==> src/rtl/tdm_demux_pkg.sv <==
`default_nettype none
// +----------------------------------------------------------------------+
// | tdm_demux_pkg                                                        |
// | Shared types and constants for the 4-channel TDM demultiplexer.      |
// | Macro: TDM_DEMUX_PARITY_EN adds a fifth (parity) slot per frame.     |
// | Revision: 1.0 - initial release                                      |
// +----------------------------------------------------------------------+
package tdm_demux_pkg;

  typedef enum logic [0:0] {
    HUNT   = 1'b0,
    LOCKED = 1'b1
  } state_t;

  localparam int NUM_CH = 4;

`ifdef TDM_DEMUX_PARITY_EN
  localparam int NSLOT = 5;
`else
  localparam int NSLOT = 4;
`endif

  localparam int CNT_W = $clog2(NSLOT);
  localparam logic [CNT_W-1:0] LAST_SLOT = CNT_W'(NSLOT - 1);

endpackage
`default_nettype wire

==> src/rtl/tdm_slot_cnt.sv <==
`default_nettype none
// +----------------------------------------------------------------------+
// | tdm_slot_cnt                                                         |
// | Slot position counter for the TDM demultiplexer, 0..NSLOT-1.         |
// | Ports: clk, rst_n (async, active low)                                |
// |        adv   - step to the next slot (wraps after the last slot)     |
// |        load1 - current beat is slot 0, next beat is slot 1           |
// |        clr   - return to slot 0                                      |
// |        cnt   - current slot index, last - cnt is the final slot      |
// | Macro: TDM_DEMUX_PARITY_EN (via package, sets NSLOT)                 |
// | Revision: 1.0 - initial release                                      |
// +----------------------------------------------------------------------+
module tdm_slot_cnt
  import tdm_demux_pkg::*;
(
  input  logic             clk,
  input  logic             rst_n,
  input  logic             adv,
  input  logic             load1,
  input  logic             clr,
  output logic [CNT_W-1:0] cnt,
  output logic             last
);

  logic [CNT_W-1:0] r_cnt;

  always_ff @(posedge clk or negedge rst_n) begin
    if (!rst_n) begin
      r_cnt <= '0;
    end else if (clr) begin
      r_cnt <= '0;
    end else if (load1) begin
      r_cnt <= CNT_W'(1);
    end else if (adv) begin
      r_cnt <= (r_cnt == LAST_SLOT) ? '0 : r_cnt + CNT_W'(1);
    end
  end

  assign cnt  = r_cnt;
  assign last = (r_cnt == LAST_SLOT);

endmodule
`default_nettype wire

==> src/rtl/tdm_demux4.sv <==
`default_nettype none
// +----------------------------------------------------------------------+
// | tdm_demux4                                                           |
// | Four-channel TDM demultiplexer with sync-marker frame alignment.     |
// | Slots are collected in shadow registers and published to y0..y3     |
// | together once per complete frame.                                    |
// | Ports: clk, rst_n (async, active low)                                |
// |        din/din_vld/sync - line input, sync marks slot 0              |
// |        y0..y3           - registered channel outputs                 |
// |        frame_vld        - pulse, y0..y3 just updated                 |
// |        locked           - alignment FSM in LOCKED                    |
// |        sync_err         - pulse on an alignment violation            |
// |        parity_err       - pulse with frame_vld on parity mismatch    |
// | Macro: TDM_DEMUX_PARITY_EN - fifth slot carries even parity; when    |
// |        undefined parity_err is tied low.                             |
// | Revision: 1.0 - initial release                                      |
// +----------------------------------------------------------------------+
module tdm_demux4
  import tdm_demux_pkg::*;
#(
  parameter int WIDTH = 1
) (
  input  logic             clk,
  input  logic             rst_n,
  input  logic [WIDTH-1:0] din,
  input  logic             din_vld,
  input  logic             sync,
  output logic [WIDTH-1:0] y0,
  output logic [WIDTH-1:0] y1,
  output logic [WIDTH-1:0] y2,
  output logic [WIDTH-1:0] y3,
  output logic             frame_vld,
  output logic             locked,
  output logic             sync_err,
  output logic             parity_err
);

  state_t           r_state;
  logic [WIDTH-1:0] r_shadow [NUM_CH];
  logic [WIDTH-1:0] r_y      [NUM_CH];
  logic             r_frame_vld;
  logic             r_sync_err;

  logic [CNT_W-1:0] w_cnt;
  logic             w_last;
  logic             w_cnt_zero;
  logic             w_adv;
  logic             w_load1;
  logic             w_clr;

  assign w_cnt_zero = (w_cnt == '0);

  // Counter control. A qualified sync beat is always slot 0, whether it
  // acquires lock from HUNT or re-aligns a LOCKED stream.
  always_comb begin
    w_adv   = 1'b0;
    w_load1 = 1'b0;
    w_clr   = 1'b0;
    if (din_vld) begin
      if (sync) begin
        w_load1 = 1'b1;
      end else if (r_state == LOCKED) begin
        if (w_cnt_zero) begin
          w_clr = 1'b1;
        end else begin
          w_adv = 1'b1;
        end
      end
    end
  end

  tdm_slot_cnt u_slot_cnt (
    .clk   (clk),
    .rst_n (rst_n),
    .adv   (w_adv),
    .load1 (w_load1),
    .clr   (w_clr),
    .cnt   (w_cnt),
    .last  (w_last)
  );

`ifdef TDM_DEMUX_PARITY_EN
  logic r_parity_err;
`endif

  always_ff @(posedge clk or negedge rst_n) begin
    if (!rst_n) begin
      r_state     <= HUNT;
      r_frame_vld <= 1'b0;
      r_sync_err  <= 1'b0;
`ifdef TDM_DEMUX_PARITY_EN
      r_parity_err <= 1'b0;
`endif
      for (int i = 0; i < NUM_CH; i++) begin
        r_shadow[i] <= '0;
        r_y[i]      <= '0;
      end
    end else begin
      r_frame_vld <= 1'b0;
      r_sync_err  <= 1'b0;
`ifdef TDM_DEMUX_PARITY_EN
      r_parity_err <= 1'b0;
`endif
      if (din_vld) begin
        if (sync) begin
          // Sync mid-frame drops the partial frame simply by restarting
          // the shadow fill at slot 0; outputs are untouched.
          r_shadow[0] <= din;
          r_state     <= LOCKED;
          if ((r_state == LOCKED) && !w_cnt_zero) begin
            r_sync_err <= 1'b1;
          end
        end else if (r_state == LOCKED) begin
          if (w_cnt_zero) begin
            r_sync_err <= 1'b1;
            r_state    <= HUNT;
          end else if (w_last) begin
            r_frame_vld <= 1'b1;
`ifdef TDM_DEMUX_PARITY_EN
            // Current beat is the parity slot; only its bit 0 matters.
            for (int i = 0; i < NUM_CH; i++) begin
              r_y[i] <= r_shadow[i];
            end
            r_parity_err <= (^{r_shadow[0], r_shadow[1], r_shadow[2], r_shadow[3]}) != din[0];
`else
            // Current beat is channel 3 itself and bypasses the shadow.
            r_y[0] <= r_shadow[0];
            r_y[1] <= r_shadow[1];
            r_y[2] <= r_shadow[2];
            r_y[3] <= din;
`endif
          end else begin
            r_shadow[w_cnt[1:0]] <= din;
          end
        end
      end
    end
  end

  assign y0        = r_y[0];
  assign y1        = r_y[1];
  assign y2        = r_y[2];
  assign y3        = r_y[3];
  assign frame_vld = r_frame_vld;
  assign locked    = (r_state == LOCKED);
  assign sync_err  = r_sync_err;
`ifdef TDM_DEMUX_PARITY_EN
  assign parity_err = r_parity_err;
`else
  assign parity_err = 1'b0;
`endif

endmodule
`default_nettype wire

==> config.mk <==
export PLATFORM = sky130hd
export DESIGN_NAME = tdm_demux4
export DESIGN_NICKNAME = d
export VERILOG_FILES = /design/src/rtl/tdm_demux_pkg.sv /design/src/rtl/tdm_slot_cnt.sv /design/src/rtl/tdm_demux4.sv
export SDC_FILE = /design/constraint.sdc
export NUM_CORES = 1
export LEC_CHECK = 0
export ABC_AREA = 0
export BUFFER_PORTS_ARGS = -buffer_cell sky130_fd_sc_hd__buf_2
export CAP_MARGIN = 20
export CORE_MARGIN = 10
export CORE_UTILIZATION = 50
export CTS_CLUSTER_DIAMETER = 120
export CTS_CLUSTER_SIZE = 16
export DETAILED_ROUTE_END_ITERATION = 16
export GPL_ROUTABILITY_DRIVEN = 0
export PLACE_DENSITY_LB_ADDON = 0.3
export SLEW_MARGIN = 10
export SYNTH_ARGS = -nofsm -noshare
export SYNTH_HDL_FRONTEND = slang
export SYNTH_SLANG_ARGS = --single-unit
==> constraint.sdc <==
create_clock -name clk -period 2.25 [get_ports clk]
set_input_delay 0.1125 -clock clk [delete_from_list [all_inputs] [get_ports clk]]
set_output_delay 0.1125 -clock clk [all_outputs]
set_load 0.01 [all_outputs]
==> impl_metrics.tcl <==
set metrics [dict create \
    crit_type "reg -> reg" \
    dp.cells 76 \
    totalWireLength_um 1210 \
    crit_fanout 5 \
    grt-ovfl-total 0 \
    min_period_over_period 0.738 \
    synth.net_count 65 \
    synth_top_area_cell "dfrtp_1" \
    drv_cap 0 \
    drive_gt1_frac 0.348 \
    use_met1 0.0891 \
    ys_ff_latch 12 \
    r2r_setup_slack_ns 0.59 \
    synth_edf_count 0 \
    synth.area.top_cells "dfrtp_1 44%, ha_1 11%, mux2_4 8.8%" \
    drv_slew 0 \
    cp_num_buf_inv 1 \
    startpoint_type "flip-flop" \
    rr_startpoint "u_slot_cnt.cnt[0]" \
    nFillCells 114 \
    irDropWorstVdd_mv 0.601 \
    syn_inst 54 \
    setup_viol_count_final 0 \
    fmax_mhz 602 \
    avgSynthCellArea_um2 12.6 \
    ys_seq_area_frac 0.440 \
    grt_start_max_net_pins 13 \
    numPortBuffers 11 \
    p_per_area_mw_per_mm2 1180 \
    rows 13 \
    rsz0062_at_grt "false" \
    fin_skew_ns 0.00336 \
    worstPathArrival_ns 1.82 \
    hpwl_um 925 \
    drt_pass1_iterations 4 \
    cts_tree "built" \
    r2r-end "y1" \
    clock_path_buffers 2 \
    cts_sinks 12 \
    crit_start "u_slot_cnt.cnt[0]" \
    min-delay-start "din" \
    routed_via_density 5.46 \
    setup_ws_ns 0.588 \
    synth_top_area_share 0.440 \
    grt_pass1_vias 440 \
    die_x_um 56.9 \
    async_reset_ff_frac 1.00 \
    cts-root-buf "clkbuf_4" \
    antenna_found_initial 0 \
    ys.warnings.count 0 \
    crit_family "simple AND/OR/NAND/NOR gates" \
    start_util 0.524 \
    cp_slowest_cell "dfrtp_1" \
    drc 0 \
    path_cells "inv_1 -> ha_1 -> and4bb_4 -> nand2_4 -> mux2_4" \
    grtUsageTotal 0.0766 \
    htree_num_levels 1 \
    grt.met2_usage 0.113 \
    antenna_left 0 \
    synth_area_um2 682 \
    hold-path-cell-count 2 \
    gr-usage-met3 0.0509 \
    layout.nets 78 \
    holdPathEnd "r_shadow[2]" \
    fin_cells 81 \
    worst_r2r_path_depth 5 \
    period_minus_slack_ns 1.66 \
    fp.coreArea_mm2 0.00130 \
    dp_slack_ns 0.597 \
    cts_buffers 3 \
    ys.flop_type "dfrtp_1" \
    grt_pass1_wl_um 2010 \
    vias 442 \
    clk_latency_ns 0.27 \
    status "finished, final reports clean" \
    drt-wirelength-per-cell_um 14.9 \
    die_h_um 56.9 \
    post-route-util 0.590 \
    n_antenna_cell 0 \
    cp.required_ns 2.41 \
    io_pins 13 \
    die-area_mm2 0.00324 \
    final.setup.tns_ns 0 \
    hp-class "in -> reg" \
    drtIter0Drc 7 \
    clk_pin_slew_worst_paths_ns 0.07 \
    power_mw 0.907 \
    p_leak_nw 0.409 \
    busiest_layer "met2" \
    end_kind "flip-flop" \
    areaGrowthSynthToFinish_pct 12.7 \
    cpPeakStageDelay_ns 0.41 \
    hold_viol 0 \
    synth.distinct_cells 29 \
]
==> cell type report <==
class / instances / area (um2) / area share
Sequential cell: 12 / 300 / 0.391
Tap cell: 15 / 18.8 / 0.0244
Multi-Input combinational cell: 36 / 340 / 0.443
Inverter: 2 / 7.51 / 0.00977
Timing Repair Buffer: 12 / 65.1 / 0.0847
Clock buffer: 4 / 36.3 / 0.0472
==> through the flow <==
step,area [um2],hold WS (ns)
finish,768,0.116
global route,768,0.124
CTS,768,0.113
detailed placement,722,0.000864
global placement,722,-0.00463
floorplan,682,-0.183
==> how the worst max path moves through the flow <==
stage / to / slack, ns / cells after the start
6_report: y1 / 0.59 / 5
5_1_grt: y1 / 0.50 / 5
4_1_cts: y0 / 0.59 / 5
3_5_place_dp: y0 / 0.60 / 5
3_3_place_gp: y2 / 0.64 / 5
2_1_floorplan: y0 / 0.68 / 5
==> placed cells by master, fill, tap and decap left out <==
cell type	count
nand2_4	1
a211oi_1	1
and4bb_4	1
and2_1	1
buf_2	11
mux2_1	2
dfrtp_1	12
nor3b_1	1
mux2_4	4
a21oi_1	1
nand2_1	2
mux2i_1	1
ha_1	6
a21o_2	1
nand2b_1	1
o211ai_1	1
nand4bb_1	1
dlygate4sd3_1	1
a31oi_1	1
a311oi_1	1
conb_1	1
nand3_1	2
and3b_1	1
inv_1	2
nor2_1	1
clkbuf_4	3
clkbuf_8	1
a31o_1	1
a21o_1	1
a32o_1	1
a22o_2	1
==> synthesized netlist by cell type (2+ instances only) <==
master,n
mux2_1,2
inv_1,2
nand2_1,2
ha_1,6
dfrtp_1,12
buf_4,3
nand3_1,2
mux2_4,4
==> cell families (layout without fill, tap and decap cells) <==
group	Yosys count	in the layout	share of synthesized area
buf+inv	6	18	0.0606
fa+ha+maj	6	6	0.110
simple gates	12	12	0.130
compound gates	10	10	0.117
mux	7	7	0.136
flops	12	12	0.440
other cells	1	1	0.00550
==> timing repair <==
| action | in CTS | in global routing |
|---|---|---|
| resized for setup | 0 | 0 |
| buffers inserted | 0 | 0 |
| hold buffers | 1 | 0 |
| endpoints found under the hold margin | 12 | 0 |
==> layer usage <==
metal  up-vias  wire length [um]
met3         0               112
met5         -                 0
met4         0                 0
met2        13               536
li1        215                 -
met1       214               555
==> sequential cells by signal, indices dropped and copies added, names as in the netlist <==
register        cells
locked              1
y1                  1
frame_vld           1
u_slot_cnt.cnt      2
y3                  1
y2                  1
y0                  1
sync_err            1
r_shadow            3
==> where the power goes <==
group / total, mW / internal, mW / switching (mW)
Combinational: 0.375 / 0.191 / 0.183
Sequential: 0.367 / 0.292 / 0.0750
Clock: 0.165 / 0.0983 / 0.0670
Total: 0.907 / 0.582 / 0.325
(Power assumes the default switching activity.)
